<file path="src/rtl/glb_arb_pkg.sv">
// Shared types and the round-robin pick helper for the GLB read arbiter.
// Tag width is sized for the largest supported requester count (8).
package glb_arb_pkg;

  localparam int unsigned MAX_REQ = 8;
  localparam int unsigned TAG_W   = $clog2(MAX_REQ);
  localparam int unsigned BURST_W = 8;

  typedef enum logic {
    ST_IDLE,
    ST_LOCK
  } arb_state_e;

  typedef struct packed {
    logic               found;
    logic [TAG_W-1:0]   idx;
    logic [MAX_REQ-1:0] onehot;
  } rr_pick_t;

  typedef struct packed {
    logic             valid;
    logic [TAG_W-1:0] tag;
  } ret_tag_t;

  // First requester with req set, searching from ptr upward modulo n.
  function automatic rr_pick_t rr_pick(input logic [MAX_REQ-1:0] req,
                                       input logic [TAG_W-1:0]   ptr,
                                       input int unsigned        n);
    rr_pick_t         res;
    logic [TAG_W-1:0] pos;
    res = '0;
    for (int unsigned i = 0; i < MAX_REQ; i++) begin
      pos = TAG_W'((32'(ptr) + i) % n);
      if (i < n && !res.found && req[pos]) begin
        res.found       = 1'b1;
        res.idx         = pos;
        res.onehot[pos] = 1'b1;
      end
    end
    return res;
  endfunction

endpackage

</file>
<file path="src/rtl/glb_read_arbiter_if.sv">
// Router-side and GLB-side bus of the GLB read arbiter.
// slave = arbiter view, master = requesters plus GLB view.
interface glb_read_arbiter_if #(
  parameter int unsigned N_REQ             = 4,
  parameter int unsigned ADDR_BITWIDTH_GLB = 10,
  parameter int unsigned DATA_BITWIDTH     = 16
);
  logic [N_REQ-1:0]                   req_i;
  logic [N_REQ*ADDR_BITWIDTH_GLB-1:0] addr_i;
  logic [N_REQ-1:0]                   gnt_o;
  logic [ADDR_BITWIDTH_GLB-1:0]       glb_addr_o;
  logic                               glb_req_o;
  logic [DATA_BITWIDTH-1:0]           glb_data_i;
  logic [DATA_BITWIDTH-1:0]           rdata_o;
  logic [N_REQ-1:0]                   rvalid_o;

  modport slave (
    input  req_i, addr_i, glb_data_i,
    output gnt_o, glb_addr_o, glb_req_o, rdata_o, rvalid_o
  );

  modport master (
    output req_i, addr_i, glb_data_i,
    input  gnt_o, glb_addr_o, glb_req_o, rdata_o, rvalid_o
  );
endinterface

</file>
<file path="src/rtl/glb_ret_pipe.sv">
// Fixed-latency {valid, tag} shift register steering GLB read data back
// to the issuing requester, with the data retimed to line up with rvalid.
module glb_ret_pipe
  import glb_arb_pkg::*;
#(
  parameter int unsigned N_REQ         = 4,
  parameter int unsigned DATA_BITWIDTH = 16,
  parameter int unsigned READ_LATENCY  = 1
) (
  input  logic                     clk,
  input  logic                     reset,
  input  logic                     i_valid,
  input  logic [TAG_W-1:0]         i_tag,
  input  logic [DATA_BITWIDTH-1:0] i_data,
  output logic [N_REQ-1:0]         o_rvalid,
  output logic [DATA_BITWIDTH-1:0] o_rdata,
  output logic                     o_busy
);

  ret_tag_t         r_pipe [READ_LATENCY];
  ret_tag_t         w_last;
  logic [N_REQ-1:0] w_hit;

  assign w_last = r_pipe[READ_LATENCY-1];

  always_comb begin
    w_hit = '0;
    for (int unsigned k = 0; k < N_REQ; k++) begin
      w_hit[k] = w_last.valid && (w_last.tag == TAG_W'(k));
    end
    o_busy = 1'b0;
    for (int unsigned s = 0; s < READ_LATENCY; s++) begin
      o_busy = o_busy | r_pipe[s].valid;
    end
  end

  always_ff @(posedge clk or negedge reset) begin
    if (!reset) begin
      for (int unsigned s = 0; s < READ_LATENCY; s++) begin
        r_pipe[s] <= '0;
      end
      o_rvalid <= '0;
      o_rdata  <= '0;
    end else begin
      r_pipe[0] <= '{valid: i_valid, tag: i_tag};
      for (int unsigned s = 1; s < READ_LATENCY; s++) begin
        r_pipe[s] <= r_pipe[s-1];
      end
      o_rvalid <= w_hit;
      o_rdata  <= i_data;
    end
  end

endmodule

</file>
<file path="src/rtl/glb_read_arbiter.sv">
// Round-robin GLB read-port arbiter with bounded burst lock and tagged return.
// Define GLB_ARB_FIXED_PRIO_EN to pin the search pointer at 0 (fixed priority).
module glb_read_arbiter
  import glb_arb_pkg::*;
#(
  parameter int unsigned DATA_BITWIDTH     = 16,
  parameter int unsigned ADDR_BITWIDTH_GLB = 10,
  parameter int unsigned N_REQ             = 4,
  parameter int unsigned READ_LATENCY      = 1,
  parameter int unsigned MAX_BURST         = 8
) (
  input  logic               clk,
  input  logic               reset,
  glb_read_arbiter_if.slave  bus,
  output logic               busy_o
);

  arb_state_e                   r_state;
  logic [TAG_W-1:0]             r_owner;
  logic [TAG_W-1:0]             r_rr_ptr;
  logic [BURST_W-1:0]           r_burst_cnt;
  logic [ADDR_BITWIDTH_GLB-1:0] r_last_addr;

  logic [MAX_REQ-1:0]           w_req_ext;
  logic [TAG_W-1:0]             w_next_ptr;
  logic [TAG_W-1:0]             w_pick_ptr;
  rr_pick_t                     w_pick;
  logic                         w_keep;
  logic                         w_grant;
  logic [TAG_W-1:0]             w_gnt_idx;
  logic [MAX_REQ-1:0]           w_gnt_ext;
  logic [MAX_REQ-1:0]           w_unused_gnt_ext;
  logic [N_REQ-1:0]             w_gnt;
  logic [ADDR_BITWIDTH_GLB-1:0] w_sel_addr;
  logic                         w_pipe_busy;

`ifdef GLB_ARB_FIXED_PRIO_EN
  assign w_next_ptr = '0;
`else
  assign w_next_ptr = (r_owner == TAG_W'(N_REQ - 1)) ? '0 : r_owner + 1'b1;
`endif

  // In LOCK the handover pick already starts from the advanced pointer,
  // so the new owner is granted in the same cycle (no bubble).
  always_comb begin
    w_req_ext             = '0;
    w_req_ext[N_REQ-1:0]  = bus.req_i;
    w_keep     = (r_state == ST_LOCK) && w_req_ext[r_owner]
                 && (r_burst_cnt < BURST_W'(MAX_BURST));
    w_pick_ptr = (r_state == ST_LOCK) ? w_next_ptr : r_rr_ptr;
    w_pick     = rr_pick(w_req_ext, w_pick_ptr, N_REQ);
    w_grant    = reset && (w_keep || w_pick.found);
    w_gnt_idx  = w_keep ? r_owner : w_pick.idx;
    w_gnt_ext  = '0;
    if (w_grant) begin
      if (w_keep) w_gnt_ext[r_owner] = 1'b1;
      else        w_gnt_ext = w_pick.onehot;
    end
  end

  assign w_gnt            = w_gnt_ext[N_REQ-1:0];
  assign w_unused_gnt_ext = w_gnt_ext;

  always_comb begin
    w_sel_addr = '0;
    for (int unsigned k = 0; k < N_REQ; k++) begin
      if (w_gnt[k]) w_sel_addr = bus.addr_i[k*ADDR_BITWIDTH_GLB +: ADDR_BITWIDTH_GLB];
    end
  end

  always_ff @(posedge clk or negedge reset) begin
    if (!reset) begin
      r_state     <= ST_IDLE;
      r_owner     <= '0;
      r_rr_ptr    <= '0;
      r_burst_cnt <= '0;
      r_last_addr <= '0;
    end else begin
      if (w_grant) r_last_addr <= w_sel_addr;
      if (w_keep) begin
        r_burst_cnt <= r_burst_cnt + 1'b1;
      end else begin
        if (r_state == ST_LOCK) r_rr_ptr <= w_next_ptr;
        if (w_pick.found) begin
          r_state     <= ST_LOCK;
          r_owner     <= w_pick.idx;
          r_burst_cnt <= BURST_W'(1);
        end else begin
          r_state     <= ST_IDLE;
          r_burst_cnt <= '0;
        end
      end
    end
  end

  assign bus.gnt_o      = w_gnt;
  assign bus.glb_req_o  = w_grant;
  assign bus.glb_addr_o = w_grant ? w_sel_addr : r_last_addr;
  assign busy_o         = (r_state == ST_LOCK) | w_pipe_busy;

  glb_ret_pipe #(
    .N_REQ        (N_REQ),
    .DATA_BITWIDTH(DATA_BITWIDTH),
    .READ_LATENCY (READ_LATENCY)
  ) u_ret_pipe (
    .clk     (clk),
    .reset   (reset),
    .i_valid (w_grant),
    .i_tag   (w_gnt_idx),
    .i_data  (bus.glb_data_i),
    .o_rvalid(bus.rvalid_o),
    .o_rdata (bus.rdata_o),
    .o_busy  (w_pipe_busy)
  );

endmodule

</file>
<file path="src/flat_wrapper.sv">
// flat-port wrapper written by rule: the top's interface ports become plain ports
module glb_read_arbiter_flat import glb_arb_pkg::*;
#(
  parameter int unsigned DATA_BITWIDTH     = 16,
  parameter int unsigned ADDR_BITWIDTH_GLB = 10,
  parameter int unsigned N_REQ             = 4,
  parameter int unsigned READ_LATENCY      = 1,
  parameter int unsigned MAX_BURST         = 8
)
  (clk, reset, busy_o, bus_req_i, bus_addr_i, bus_glb_data_i, bus_gnt_o, bus_glb_addr_o, bus_glb_req_o, bus_rdata_o, bus_rvalid_o);
  glb_read_arbiter_if #(.N_REQ(N_REQ), .ADDR_BITWIDTH_GLB(ADDR_BITWIDTH_GLB), .DATA_BITWIDTH(DATA_BITWIDTH)) bus_i ();
  input  logic clk;
  input  logic reset;
  output logic busy_o;
  input wire logic [$bits(bus_i.req_i)-1:0] bus_req_i;
  input wire logic [$bits(bus_i.addr_i)-1:0] bus_addr_i;
  input wire logic [$bits(bus_i.glb_data_i)-1:0] bus_glb_data_i;
  output wire logic [$bits(bus_i.gnt_o)-1:0] bus_gnt_o;
  output wire logic [$bits(bus_i.glb_addr_o)-1:0] bus_glb_addr_o;
  output wire logic [$bits(bus_i.glb_req_o)-1:0] bus_glb_req_o;
  output wire logic [$bits(bus_i.rdata_o)-1:0] bus_rdata_o;
  output wire logic [$bits(bus_i.rvalid_o)-1:0] bus_rvalid_o;
  assign bus_i.req_i = bus_req_i;
  assign bus_i.addr_i = bus_addr_i;
  assign bus_i.glb_data_i = bus_glb_data_i;
  assign bus_gnt_o = bus_i.gnt_o;
  assign bus_glb_addr_o = bus_i.glb_addr_o;
  assign bus_glb_req_o = bus_i.glb_req_o;
  assign bus_rdata_o = bus_i.rdata_o;
  assign bus_rvalid_o = bus_i.rvalid_o;
  glb_read_arbiter #(.DATA_BITWIDTH(DATA_BITWIDTH), .ADDR_BITWIDTH_GLB(ADDR_BITWIDTH_GLB), .N_REQ(N_REQ), .READ_LATENCY(READ_LATENCY), .MAX_BURST(MAX_BURST)) u_core (.clk(clk), .reset(reset), .bus(bus_i), .busy_o(busy_o));
endmodule
</file>
<file path="config.mk">
export PLATFORM = sky130hd
export DESIGN_NAME = glb_read_arbiter_flat
export DESIGN_NICKNAME = d
export VERILOG_FILES = /design/src/rtl/glb_arb_pkg.sv /design/src/rtl/glb_read_arbiter_if.sv /design/src/rtl/glb_ret_pipe.sv /design/src/rtl/glb_read_arbiter.sv /design/src/flat_wrapper.sv
export SDC_FILE = /design/constraint.sdc
export NUM_CORES = 1
export LEC_CHECK = 0
export BUFFER_PORTS_ARGS = -buffer_cell sky130_fd_sc_hd__buf_2
export CAP_MARGIN = 20
export CORE_ASPECT_RATIO = 1.2
export CORE_MARGIN = 2
export CORE_UTILIZATION = 52
export DETAILED_ROUTE_END_ITERATION = 8
export PLACE_DENSITY = 0.81
export REMOVE_ABC_BUFFERS = 1
export SLEW_MARGIN = 5
export SYNTH_ARGS = -nofsm -noshare
export SYNTH_HDL_FRONTEND = slang
export SYNTH_SLANG_ARGS = --single-unit
</file>
<file path="constraint.sdc">
create_clock -name clk -period 8.08 [get_ports clk]
set_input_delay 2.02 -clock clk [delete_from_list [all_inputs] [get_ports clk]]
set_output_delay 2.02 -clock clk [all_outputs]
set_load 0.01 [all_outputs]
</file>
== Word level (Yosys, flattened, before mapping) ==
Index checks and enable logic that the tools add are counted.

* Register bits after elaboration: 49

* Add/subtract/negate cells: 5
* $lt $le $gt $ge: 11
* Reductions and logical operators: 21
* Eq/ne operators: 4
* Bitwise gates (word level): 5
* Multiplexer cells: 37

{| class="wikitable"
|+ Operators by type and width
! cell !! number
|-
| two-way mux 10 bit || 5
|-
| two-way mux 12 bit || 4
|-
| bitwise OR 8 x 4 -> 8 bit || 3
|-
| < comparator 2 x 4 -> 1 bit, second input constant || 4
|-
| logical AND 1 bit || 15
|-
| two-way mux 1 bit || 12
|-
| == test 3 x 2 -> 1 bit, second input constant || 3
|-
| two-way mux 3 bit || 3
|-
| adder 8 x 1 -> 8 bit, second input constant || 1
|-
| binary-select mux 1 bit (select 2 bit) || 4
|-
| demux 1 bit (select 2 bit) || 4
|-
| greater-or-equal comparator 2 x 1 -> 1 bit, second input constant || 4
|-
| < comparator 8 x 4 -> 1 bit, second input constant || 1
|-
| two-way mux 4 bit || 2
|-
| two-way mux 8 bit || 1
|-
| adder 2 bit, second input constant || 2
|-
| < comparator 3 x 4 -> 1 bit, second input constant || 1
|-
| adder 3 x 1 -> 3 bit, second input constant || 1
|-
| binary-select mux 1 bit (select 3 bit) || 1
|-
| demux 1 bit (select 3 bit) || 1
|-
| == test 3 x 1 -> 1 bit, second input constant || 1
|-
| greater-or-equal comparator 3 x 1 -> 1 bit, second input constant || 1
|-
| zero test 1 bit || 3
|-
| zero test 3 bit || 1
|-
| 5 further kinds || 5
|}

== Longest topological paths before layout ==
Gate-level depths: netlist (run 1).

* Depth after elaboration: 25
* Mapped depth: 14

== By module ==
From an unflattened synthesis (run 1), not the netlist that was laid out.

* Cells, all modules: 257
* Area total of the unflattened synthesis: 2,605.0 um^2

{| class="wikitable"
|+ Modules (own cells, without submodules)
! module !! sequential area each (um^2) !! cells an instance !! area each (um^2) !! instances
|-
| glb_read_arbiter || 575.6 || 229 || 1,954.4 || 1
|-
| glb_ret_pipe || 600.6 || 28 || 650.6 || 1
|}

== Worst setup path after synthesis (run 1) ==
Ideal clock, no wire load.

* Path type: input to output
* Start point: input bus_req_i[3]
* End point: output bus_glb_addr_o[0]
* Buffers on the path: 2
* Arrival time: 4.114 ns
* Path slack: 1.946 ns
* Required time: 6.060 ns
* Stages on the path: 10
* Cells stage by stage: clkbuf_1 -> inv_1 -> mux4_2 -> and2_4 -> a221o_1 -> o221ai_2 -> inv_2 -> buf_6 -> a311oi_1 -> o221ai_1

{| class="wikitable"
|+ RTL lines
! item !! line !! source
|-
| start: declaration || flat_wrapper.sv:15 || <nowiki>input wire logic [$bits(bus_i.req_i)-1:0] bus_req_i;</nowiki>
|-
| binary-select mux 1 bit (select 2 bit) || glb_arb_pkg.sv:34 || <nowiki>if (i < n && !res.found && req[pos]) begin</nowiki>
|-
| two-way mux 1 bit (implied by the code) || glb_arb_pkg.sv:34 ||
|-
| two-way mux 12 bit || glb_arb_pkg.sv:34 ||
|-
| zero test 1 bit || glb_arb_pkg.sv:34 ||
|-
| logical AND 1 bit || glb_arb_pkg.sv:34 ||
|-
| two-way mux 12 bit || glb_arb_pkg.sv:34 ||
|-
| zero test 1 bit || glb_arb_pkg.sv:34 ||
|-
| logical AND 1 bit || glb_arb_pkg.sv:34 ||
|-
| (+2 left out) || - ||
|-
| logical AND 1 bit || glb_arb_pkg.sv:34 ||
|-
| two-way mux 12 bit || glb_arb_pkg.sv:34 ||
|-
| logical OR 1 bit || glb_read_arbiter.sv:52 || <nowiki>w_grant = reset && (w_keep || w_pick.found);</nowiki>
|-
| logical AND 1 bit || glb_read_arbiter.sv:52 ||
|-
| two-way mux 4 bit (*) || glb_read_arbiter.sv:55 || <nowiki>if (w_grant) begin</nowiki>
|-
| net bus_gnt_o[2] || flat_wrapper.sv:18 || <nowiki>output wire logic [$bits(bus_i.gnt_o)-1:0] bus_gnt_o;</nowiki>
|-
| two-way mux 10 bit (*) (2 in a row) || glb_read_arbiter.sv:67 || <nowiki>if (w_gnt[k]) w_sel_addr = bus.addr_i[k*ADDR_BITWIDTH_GLB +: ADDR_BITWIDTH_GLB];</nowiki>
|-
| two-way mux 10 bit (*) || glb_read_arbiter.sv:98 || <nowiki>assign bus.glb_addr_o = w_grant ? w_sel_addr : r_last_addr;</nowiki>
|-
| end: declaration || flat_wrapper.sv:19 || <nowiki>output wire logic [$bits(bus_i.glb_addr_o)-1:0] bus_glb_addr_o;</nowiki>
|}

The timed path passes the listed nets; every way through them passes the cells marked *. The select of a mux whose other input is x is not followed.

== Final worst setup path (run 1) ==
* Start point: input bus_req_i[1]
* End point: output bus_glb_addr_o[5]

* Word-level cells in the longest chain between the ends: 20

{| class="wikitable"
|+ RTL lines
! item !! line
|-
| binary-select mux 1 bit (select 2 bit) || glb_arb_pkg.sv:34
|-
| two-way mux 1 bit (implied by the code) || glb_arb_pkg.sv:34
|-
| two-way mux 12 bit || glb_arb_pkg.sv:34
|-
| zero test 1 bit || glb_arb_pkg.sv:34
|-
| logical AND 1 bit || glb_arb_pkg.sv:34
|-
| two-way mux 12 bit || glb_arb_pkg.sv:34
|-
| zero test 1 bit || glb_arb_pkg.sv:34
|-
| logical AND 1 bit || glb_arb_pkg.sv:34
|-
| two-way mux 12 bit || glb_arb_pkg.sv:34
|-
| zero test 1 bit || glb_arb_pkg.sv:34
|-
| logical AND 1 bit || glb_arb_pkg.sv:34
|-
| two-way mux 12 bit || glb_arb_pkg.sv:34
|-
| logical OR 1 bit || glb_read_arbiter.sv:52
|-
| logical AND 1 bit || glb_read_arbiter.sv:52
|-
| two-way mux 4 bit || glb_read_arbiter.sv:55
|-
| two-way mux 10 bit (4 in a row) || glb_read_arbiter.sv:67
|-
| two-way mux 10 bit (*) || glb_read_arbiter.sv:98
|}

Mark *: on every way between the ends. The rest lies on a longest branch, timed or not. The select of a mux whose other input is x is not followed.

==> reports/results.txt, run 1 <==
reg2reg path depth = 13
hold_ws = 0.479 ns
Fmax achieved = 0.147 GHz
Starting Density = 53.9%
cell area after synthesis = 2460 um2
final slew viol count = 0
Avg Cell Area, Syn = 10.1 um2
fin nets = 416
Final Cycle Share = 84.4%
Slew headroom = 40.4%
hold path cells = 1
CTS Hold Bufs = 0
Post-route DRC = 0
HPWL after detailed placement = 4.48 mm
Setup CP Type = in -> out
status = completed
GRT Util Overall = 23.7%
grt total ovfl = 0
Worst Path Buf+Inv = 3
CP delay by family, top = compound AO/OA/AOI/OAI gates
ANT cells = 0
H-tree lvl count = 2
r2r setup slk = 3.99 ns
Core Area = 4560 um2
fin util = 67.5%
Antenna Nets Post-Route = 0
initial antenna violation count = 0
vias in the first global route = 2,088
Worst Max-Slew Pin Slew = 0.893 ns
fraction of registers with async set/reset = 100%
number of max-cap violations = 0
CP Data Required Time = 6.06 ns
clk root buf = clkbuf_8
Hold Startpoint = u_core.u_ret_pipe.r_pipe[1]
# rows = 27
VDD IR max = 0.368 mV
Routed Wire Length = 6.17 mm
Final Wtd Congestion = 0.927
Setup crit end kind = primary output
Clock Path Buffers = 2
share of layout cells above drive strength 1 = 35.4%
Yosys cell types = 51
post-CTS setup buffers = 0
cell depth of the worst setup path = 9
r2r endpoint = u_core.r_last_addr[5]
most used cell along the critical path = buf_2
Worst-Skew Late Latency = 0.30 ns
Num CTS Buffers = 5
leak pwr = 1.56 nW
crit-path cells = buf_2 -> mux4_1 -> and4_1 -> a221o_1 -> o221ai_2 -> inv_2 -> a311oi_1 -> o221ai_1 -> buf_2
area grow syn2layout = 25.3%
# IOs = 98
Worst path max stage delay = 0.54 ns
sequential share of the synthesized area = 46.8%
Hold Path End = u_core.u_ret_pipe.o_rvalid[1]
Synth Register Bits = 46
Top FF cell, synth = dfrtp_1
crit-path max FO = 12
drt first pass iters = 5
Post-Syn Instances = 244
min cycle time layout = 6.82 ns
crit path max-delay cell type = mux4_1
Die Area = 5300 um2
wire length of the first global-routing pass = 9.56 mm
port bufs = 97
final hold vios = 0
routed vias = 2,262
Worst setup SP type = primary input
RR Startpoint = u_core.r_owner[0]
pin count of the biggest net entering global routing = 47
worst hold path type = reg -> reg
post-CTS sizing = 0
EDFF count, synth = 0
DR vias/cell = 5.66
# setup viols final = 0
YS warnings = 0
CTS tree = done
die height = 79.3 um
WL per Instance = 15.4 um
RSZ-0062 raised after global routing = false
setup_tns = 0 ns
Cell Pwr Density = 370 nW/um2
DR iter-0 viols = 245
Reg clk slew, reported paths = 0.09 ns
critical path arrival = 4.80 ns
Die Wd = 66.8 um
CTS sink cnt = 46
Max Clock Skew = 0.00465 ns
==> per-stage QoR <==
stage | setup WS (ns) | power, mW | cells | area, um2
after global placement | 1.37 | 0.968 | 392 | 2990
after global routing | 1.03 | 1.22 | 400 | 3080
after CTS | 1.27 | 1.13 | 400 | 3080
final | 1.26 | 1.14 | 400 | 3080
after detailed placement | 1.29 | 0.987 | 392 | 2990
after floorplan | 1.99 | 0.785 | 236 | 2420
==> final cells by class <==
cell class	count	area (um2)
fillers	372	1480
multi-input cells	166	1180
clock inverters	3	25.0
repair buffers	98	493
inverters	24	92.6
flip-flops and latches	46	1150
clock buffers	5	68.8
well taps	58	72.6
==> layer usage <==
layer	global-route usage, %	vias to the layer above	routed length [um]
met5	0	-	0
met4	9.59	0	127
met3	4.53	11	503
met2	39.8	110	3120
met1	29.5	1071	2410
li1	-	1070	-
==> worst max-delay path by stage <==
stage	start	endpoint	slack (ns)
global route	bus_req_i[1]	bus_glb_addr_o[0]	1.03
floorplan	bus_req_i[1]	bus_glb_addr_o[0]	1.99
finish	bus_req_i[1]	bus_glb_addr_o[5]	1.26
global placement	bus_req_i[1]	bus_glb_addr_o[0]	1.37
detailed placement	bus_req_i[1]	bus_glb_addr_o[7]	1.29
CTS	bus_req_i[1]	bus_glb_addr_o[0]	1.27
==> power by group <==
part           leakage, nW  internal [mW]  switching, mW
combinational        0.951          0.278          0.407
sequential           0.560          0.279         0.0314
clock               0.0447         0.0624         0.0801
total                 1.56          0.620          0.519
==> logic make-up (layout without fill, tap and decap cells) <==
group / count (synthesis) / in the layout / share of synthesized area (%)
AND/OR/NAND/NOR: 79 / 79 / 16.8
XOR/XNOR: 2 / 2 / 0.713
multiplexers: 5 / 5 / 4.27
adder cells (fa/ha/maj): 13 / 13 / 6.62
other: 1 / 4 / 0.153
flip-flops: 46 / 46 / 46.8
buffers and inverters: 35 / 130 / 5.75
AO/OA/AOI/OAI: 63 / 63 / 18.9
==> Yosys cell counts, types with 2 or more instances <==
cell type / count / area (um2)
nor2b_1: 3 / 18.8
a21oi_1: 7 / 35.0
a21o_1: 4 / 30.0
ha_1: 13 / 163
nor3_1: 3 / 15.0
mux4_2: 3 / 67.6
or3b_2: 2 / 17.5
o211ai_1: 2 / 15.0
nand2b_1: 4 / 25.0
nor4bb_1: 2 / 20.0
inv_1: 22 / 82.6
o21ai_0: 17 / 85.1
nand3_1: 6 / 30.0
nand4_1: 4 / 25.0
clkbuf_1: 10 / 37.5
nand2_1: 24 / 90.1
dfrtp_1: 46 / 1150
nor2_1: 20 / 75.1
or2_2: 2 / 12.5
o221ai_1: 10 / 87.6
a311oi_1: 10 / 87.6
==> layout by cell type (no fill, tap or decap), types with 2 or more instances in the layout <==
cell type and count:
buf_2 97, dfrtp_1 46, nand2_1 24, inv_1 22
nor2_1 20, o21ai_0 17, ha_1 13, a311oi_1 10
o221ai_1 10, a21oi_1 7, nand3_1 6, clkbuf_8 5
nand4_1 4, nand2b_1 4, a21o_1 4, conb_1 4
nor2b_1 3, mux4_2 3, nor3_1 3, o211ai_1 2
or3b_2 2, nor4bb_1 2, or2_2 2
==> state kept, by name, indices dropped and copies added, names as in the netlist <==
register and cells:
u_core.r_owner 2, u_core.u_ret_pipe.r_pipe 2, u_core.r_state 1, u_core.u_ret_pipe.o_busy 1, u_core.r_burst_cnt 8, u_core.u_ret_pipe.o_rvalid 4, u_core.u_ret_pipe.o_rdata 16, u_core.r_rr_ptr 2
u_core.r_last_addr 10
Note: power is estimated with default switching activity, not from simulation.
==> inputs of run 2 (changes only) <==
--- a/config.mk
+++ b/config.mk
@@ -9,9 +9,9 @@
 export CAP_MARGIN = 20
 export CORE_ASPECT_RATIO = 1.2
 export CORE_MARGIN = 2
-export CORE_UTILIZATION = 52
+export CORE_UTILIZATION = 44
 export DETAILED_ROUTE_END_ITERATION = 8
-export PLACE_DENSITY = 0.81
+export PLACE_DENSITY = 0.72
 export REMOVE_ABC_BUFFERS = 1
 export SLEW_MARGIN = 5
 export SYNTH_ARGS = -nofsm -noshare
==> constraint.sdc (replaced) <==
create_clock -name clk -period 5.5 [get_ports clk]
set_input_delay 1.375 -clock clk [delete_from_list [all_inputs] [get_ports clk]]
set_output_delay 1.375 -clock clk [all_outputs]
set_load 0.01 [all_outputs]
==> reports/results.txt, run 2 (same netlist as run 1, synthesis figures left out) <==
most frequent cells in the layout = buf_2, dfrtp_1, nand2_1 (unchanged)
most used cell along the critical path = o21ai_0 (was buf_2)
Setup CP Type = reg -> out (was in -> out)
HPWL after detailed placement = 4.55 mm (was 4.48 mm)
crit path capture = bus_glb_addr_o[3] (was bus_glb_addr_o[5])
Starting Density = 46.1% (was 53.9%)
GRT Util Overall = 20.2% (was 23.7%)
initial antenna violation count = 0 (unchanged)
critical path arrival = 3.91 ns (was 4.80 ns)
crit-path max FO = 11 (was 12)
number of max-cap violations = 0 (unchanged)
min cycle time layout = 5.29 ns
Max Clock Skew = 0.00686 ns (was 0.00465 ns)
RR Startpoint = u_core.r_owner[0] (unchanged)
Reg clk slew, reported paths = 0.09 ns (about the same)
CTS sink cnt = 46 (unchanged)
fin nets = 424 (was 416)
pin count of the biggest net entering global routing = 47 (unchanged)
pre-CTS setup slack = 0.348 ns (was 1.29 ns)
Routed Wire Length = 6.31 mm (was 6.17 mm)
final hold vios = 0 (unchanged)
leak pwr = 1.60 nW (was 1.56 nW)
Regs by FF count = u_core.u_ret_pipe.o_rdata: 16 flops, u_core.r_last_addr: 10 flops, u_core.r_burst_cnt: 8 flops (unchanged)
clk root buf = clkbuf_8 (unchanged)
Final Wtd Congestion = 0.865 (was 0.927)
status = completed (unchanged)
wire length of the first global-routing pass = 9.94 mm (was 9.56 mm)
# rows = 29 (was 27)
Worst setup SP type = flip-flop (was primary input)
# setup viols final = 0 (unchanged)
area grow syn2layout = 29.4% (was 25.3%)
port bufs = 97 (unchanged)
Die Wd = 72.2 um (was 66.8 um)
VDD IR max = 0.344 mV (was 0.368 mV)
Final Non-Filler Cells = 412 (was 400)
grt total ovfl = 0 (unchanged)
Worst-Skew Late Latency = 0.30 ns (about the same)
Worst Max-Slew Pin Slew = 0.710 ns (was 0.893 ns)
crit-path cells = inv_1 -> ha_1 -> mux2_2 -> ha_2 -> nor4bb_1 -> o21ai_0 -> a31oi_2 -> o21ai_0 -> o2111a_1 -> nand2b_2 -> a311oi_1 -> o221ai_1 -> buf_2 (was buf_2 -> mux4_1 -> and4_1 -> a221o_1 -> o221ai_2 -> inv_2 -> a311oi_1 -> o221ai_1 -> buf_2)
routed vias = 2,244 (was 2,262)
Cell Area, Placed = 3040 um2 (was 2990 um2)
worst setup margin = 0.212 ns (was 1.26 ns)
r2r endpoint = u_core.r_last_addr[3] (was u_core.r_last_addr[5])
Cell Pwr Density = 552 nW/um2 (was 370 nW/um2)
Core Area = 5330 um2 (was 4560 um2)
hold_ws = 0.469 ns (was 0.479 ns)
WL per Instance = 15.3 um (was 15.4 um)
max reg flops = 16 (unchanged)
share of layout cells above drive strength 1 = 39.1% (was 35.4%)
final instance area = 3180 um2 (was 3080 um2)
Die Area = 6200 um2 (was 5300 um2)
r2r setup slk = 1.92 ns (was 3.99 ns)
final slew viol count = 0 (unchanged)
ANT cells = 0 (unchanged)
Worst path max stage delay = 0.49 ns (was 0.54 ns)
CP Data Required Time = 4.12 ns (was 6.06 ns)
Num CTS Buffers = 5 (unchanged)
commonest non-fill, non-tap cell in the layout = buf_2 (unchanged)
Setup crit end kind = primary output (unchanged)
CTS tree = done (unchanged)
reg2reg path depth = 12 (was 13)
DR vias/cell = 5.45 (was 5.66)
crit path max-delay cell type = dfrtp_2 (was mux4_1)
Final Cycle Share = 96.2%
Slew headroom = 51.4% (was 40.4%)
Antenna Nets Post-Route = 0 (unchanged)
vias in the first global route = 2,154 (was 2,088)
Post-route DRC = 0 (unchanged)
worst hold path type = reg -> reg (unchanged)
H-tree lvl count = 2 (unchanged)
# IOs = 98 (unchanged)
Fmax achieved = 0.189 GHz
Clock Path Buffers = 2 (unchanged)
Biggest register = u_core.u_ret_pipe.o_rdata (unchanged)
die height = 85.9 um (was 79.3 um)
placed cells = 403 (was 392)
DR iter-0 viols = 106 (was 245)
drt first pass iters = 4 (was 5)
CP startpoint = u_core.r_owner[0] (was bus_req_i[1])
[run 2: cell types whose count changed in the layout (fill, tap and decap cells not counted), sizes merged]
cell  before  now
buf       98  106
[run 2: per-layer routing]
layer	vias up	wire length, um	global-route usage, %	share of wire [%]
li1	1083	-	-	-
met1	1077	2580	26.5	41
met2	80	3260	33.0	52
met3	4	409	4.47	6.5
met4	0	53	6.86	0.84
met5	-	0	0	0
[run 2: worst min-delay path by stage]
stage,slack (ns),cells after the start,to,startpoint
floorplan,0.44,1,u_core.u_ret_pipe.o_rvalid[1],u_core.u_ret_pipe.r_pipe[1]
finish,0.47,1,u_core.u_ret_pipe.o_rvalid[2],u_core.u_ret_pipe.r_pipe[0]
CTS,0.47,1,u_core.u_ret_pipe.o_rvalid[2],u_core.u_ret_pipe.r_pipe[0]
detailed placement,0.46,1,u_core.u_ret_pipe.o_rvalid[2],u_core.u_ret_pipe.r_pipe[0]
global route,0.49,1,u_core.u_ret_pipe.o_rvalid[2],u_core.u_ret_pipe.r_pipe[0]
global placement,0.45,1,u_core.u_ret_pipe.o_rvalid[2],u_core.u_ret_pipe.r_pipe[0]
[run 2: layout make-up]
cell class | count | area [um2]
inverters | 24 | 92.6
clock inverters | 3 | 25.0
clock buffers | 5 | 68.8
multi-input cells | 166 | 1210
fillers | 494 | 2150
flip-flops and latches | 46 | 1150
well taps | 62 | 77.6
repair buffers | 106 | 553
[run 2: through the flow]
stage	total power, mW	util [%]	setup TNS, ns
after CTS	1.71	58.8	0
after floorplan	1.15	-	0
after detailed placement	1.50	57.1	0
after global routing	1.89	59.6	-0.0255
final	1.76	59.6	0
after global placement	1.48	57.1	0
[run 2: timing repair]
| item | CTS | global route |
|---|---|---|
| setup buffers | 0 | 1 |
| endpoints found under the hold margin | 0 | 0 |
| hold buffers | 0 | 0 |
| resized for setup | 0 | 8 |
| endpoints found under the setup margin | 0 | 10 |
[run 2: power by group]
part	switching, mW	internal, mW	leakage [nW]	total (mW)
combinational	0.624	0.463	0.993	1.09
clock	0.123	0.0918	0.0447	0.215
sequential	0.0437	0.411	0.559	0.454
[run 2: critical path, delay by kind of cell (launching register included)]
kind / cells / cell delay, ns
multiplexers: 1 / 0.35
adder cells (fa/ha/maj): 2 / 0.72
flip-flops: 1 / 0.49
AO/OA/AOI/OAI: 6 / 1.18
buffers and inverters: 2 / 0.26
AND/OR/NAND/NOR: 2 / 0.59
==> inputs of run 3 (changes only) <==
--- a/config.mk
+++ b/config.mk
@@ -9,9 +9,9 @@
 export CAP_MARGIN = 20
 export CORE_ASPECT_RATIO = 1.2
 export CORE_MARGIN = 2
-export CORE_UTILIZATION = 44
+export CORE_UTILIZATION = 40
 export DETAILED_ROUTE_END_ITERATION = 8
-export PLACE_DENSITY = 0.72
+export PLACE_DENSITY = 0.67
 export REMOVE_ABC_BUFFERS = 1
 export SLEW_MARGIN = 5
 export SYNTH_ARGS = -nofsm -noshare
==> reports/results.txt, run 3 (same netlist as run 1, synthesis figures left out) <==
status = completed (unchanged)
commonest non-fill, non-tap cell in the layout = buf_2 (unchanged)
Post-route DRC = 0 (unchanged)
H-tree lvl count = 2 (unchanged)
total power = 1.74 mW (was 1.76 mW)
Num CTS Buffers = 5 (unchanged)
Final Wtd Congestion = 0.860 (was 0.865)
Fmax achieved = 0.190 GHz (was 0.189 GHz)
routed vias = 2,211 (was 2,244)
fin nets = 422 (was 424)
crit path max-delay cell type = dfrtp_2 (unchanged)
wire length of the first global-routing pass = 10.0 mm (was 9.94 mm)
crit-path cells = inv_1 -> ha_1 -> mux2_2 -> ha_2 -> mux4_2 -> or3b_2 -> nand4_1 -> nand3_1 -> o221ai_1 -> buf_2 (was inv_1 -> ha_1 -> mux2_2 -> ha_2 -> nor4bb_1 -> o21ai_0 -> a31oi_2 -> o21ai_0 -> o2111a_1 -> nand2b_2 -> a311oi_1 -> o221ai_1 -> buf_2)
Worst path max stage delay = 0.49 ns (about the same)
# IOs = 98 (unchanged)
Core Area = 5970 um2 (was 5330 um2)
Antenna Nets Post-Route = 0 (unchanged)
Routed Wire Length = 6.18 mm (was 6.31 mm)
Fillers = 568 (was 494)
Regs by FF count = u_core.u_ret_pipe.o_rdata: 16 flops, u_core.r_last_addr: 10 flops, u_core.r_burst_cnt: 8 flops (unchanged)
final slew viol count = 0 (unchanged)
Max Clock Skew = 0.00487 ns (was 0.00686 ns)
setup_tns = 0 ns (unchanged)
critical path arrival = 3.88 ns (was 3.91 ns)
area grow syn2layout = 29.5% (was 29.4%)
drt first pass iters = 4 (unchanged)
CP Data Required Time = 4.12 ns (about the same)
Starting Density = 41.2% (was 46.1%)
GRT Util Overall = 18.5% (was 20.2%)
Slew headroom = 47.2% (was 51.4%)
CP delay by family, top = simple AND/OR/NAND/NOR gates (was compound AO/OA/AOI/OAI gates)
WL per Instance = 14.4 um (was 15.3 um)
post-CTS setup buffers = 0 (unchanged)
Worst Path Buf+Inv = 2 (unchanged)
Worst Max-Slew Pin Slew = 0.771 ns (was 0.710 ns)
share of layout cells above drive strength 1 = 38.5% (was 39.1%)
Cell Pwr Density = 546 nW/um2 (was 552 nW/um2)
Biggest register = u_core.u_ret_pipe.o_rdata (unchanged)
most frequent cells in the layout = buf_2, dfrtp_1, nand2_1 (unchanged)
DR vias/cell = 5.14 (was 5.45)
ANT cells = 0 (unchanged)
# rows = 31 (was 29)
# setup viols final = 0 (unchanged)
HPWL after detailed placement = 4.59 mm (was 4.55 mm)
WL met2 = 3.03 mm (was 3.26 mm)
DR top layer = met4 (unchanged)
port bufs = 97 (unchanged)
RSZ-0062 raised after global routing = true
crit-path max FO = 11 (unchanged)
DR iter-0 viols = 154 (was 106)
Die Wd = 75.6 um (was 72.2 um)
worst hold path type = reg -> reg (unchanged)
Setup CP Type = reg -> out (unchanged)
CTS sink cnt = 46 (unchanged)
Metal-1 WL = 2.58 mm (about the same)
met3 routed WL = 410 um (was 409 um)
pin count of the biggest net entering global routing = 47 (unchanged)
initial antenna violation count = 0 (unchanged)
clk root buf = clkbuf_8 (unchanged)
VDD IR max = 0.430 mV (was 0.344 mV)
Reg clk slew, reported paths = 0.09 ns (about the same)
Worst setup SP type = flip-flop (unchanged)
Setup crit end kind = primary output (unchanged)
min cycle time layout = 5.26 ns (was 5.29 ns)
Clock Path Buffers = 2 (unchanged)
leak pwr = 1.58 nW (was 1.60 nW)
Worst-Skew Late Latency = 0.30 ns (about the same)
max reg flops = 16 (unchanged)
die height = 89.9 um (was 85.9 um)
grt total ovfl = 0 (unchanged)
number of max-cap violations = 0 (unchanged)
Die Area = 6790 um2 (was 6200 um2)
vias in the first global route = 2,179 (was 2,154)
CTS tree = done (unchanged)
final hold vios = 0 (unchanged)
Final Cycle Share = 95.6% (was 96.2%)
## run 3: cell types whose count changed in the layout (fill, tap and decap cells not counted)
cell and delta:
nand3_1 +1, clkinvlp_4 +1, clkinv_4 -1, buf_4 -2
nand3_2 -1
## run 3: final timing paths
check / start / to / slack, ns / cells past startpoint
worst max-delay path: u_core.r_owner[0] / bus_glb_addr_o[1] / 0.24 / 10
worst min-delay path: u_core.u_ret_pipe.r_pipe[1] / u_core.u_ret_pipe.o_rvalid[1] / 0.48 / 1
worst max register to register: u_core.r_owner[0] / u_core.r_last_addr[4] / 1.96 / 12
worst min register to register: u_core.u_ret_pipe.r_pipe[1] / u_core.u_ret_pipe.o_rvalid[1] / 0.48 / 1
max in group asynchronous: reset / u_core.r_owner[0] / 3.93 / 2
min in group asynchronous: reset / u_core.r_burst_cnt[4] / 1.16 / 2
## run 3: per-stage QoR
stage          worst slack (ns)  hold slack (ns)  instance area (um2)  utilization (%)  std cells
3_3_place_gp              0.376            0.451                 3060             51.3        422
4_1_cts                   0.110            0.480                 3160             52.8        430
6_report                  0.242            0.475                 3180             53.3        430
3_5_place_dp              0.329            0.465                 3060             51.3        422
5_1_grt                -0.00745            0.491                 3180             53.3        430
2_1_floorplan             0.668            0.436                 2420                -        236
## run 3: worst reg2reg max path, cell delays in order, from the launching register on
cell	delay, ns
dfrtp_2	0.49
inv_1	0.09
ha_1	0.28
mux2_2	0.36
ha_2	0.42
nor4bb_1	0.27
o21ai_0	0.14
a31oi_2	0.21
o21ai_0	0.12
o2111a_1	0.16
nand2b_2	0.31
a311oi_1	0.36
o221ai_1	0.19
## run 3: what timing repair did
item	4_1_cts	5_1_grt
gates resized for setup	1	6
hold buffers	0	0
hold endpoints to repair	0	0
endpoints found under the setup margin	1	10
## run 3: layout make-up
type | count | area (um2) | share of cell area (%)
Clock inverter | 3 | 23.8 | 0.747
Timing Repair Buffer | 104 | 538 | 16.9
Sequential cell | 46 | 1150 | 36.2
Tap cell | 82 | 103 | 3.22
Multi-Input combinational cell | 166 | 1210 | 37.9
Clock buffer | 5 | 68.8 | 2.16
Inverter | 24 | 92.6 | 2.91
## run 3: layer usage
| metal | GRT usage, % | up-vias |
|---|---|---|
| li1 | - | 1077 |
| met1 | 23.7 | 1037 |
| met2 | 30.3 | 83 |
| met3 | 3.25 | 14 |
| met4 | 7.46 | 0 |
| met5 | 0 | - |
## run 3: power breakdown
group / internal (mW) / switching (mW)
sequential: 0.411 / 0.0423
combinational: 0.455 / 0.617
clock: 0.0910 / 0.122
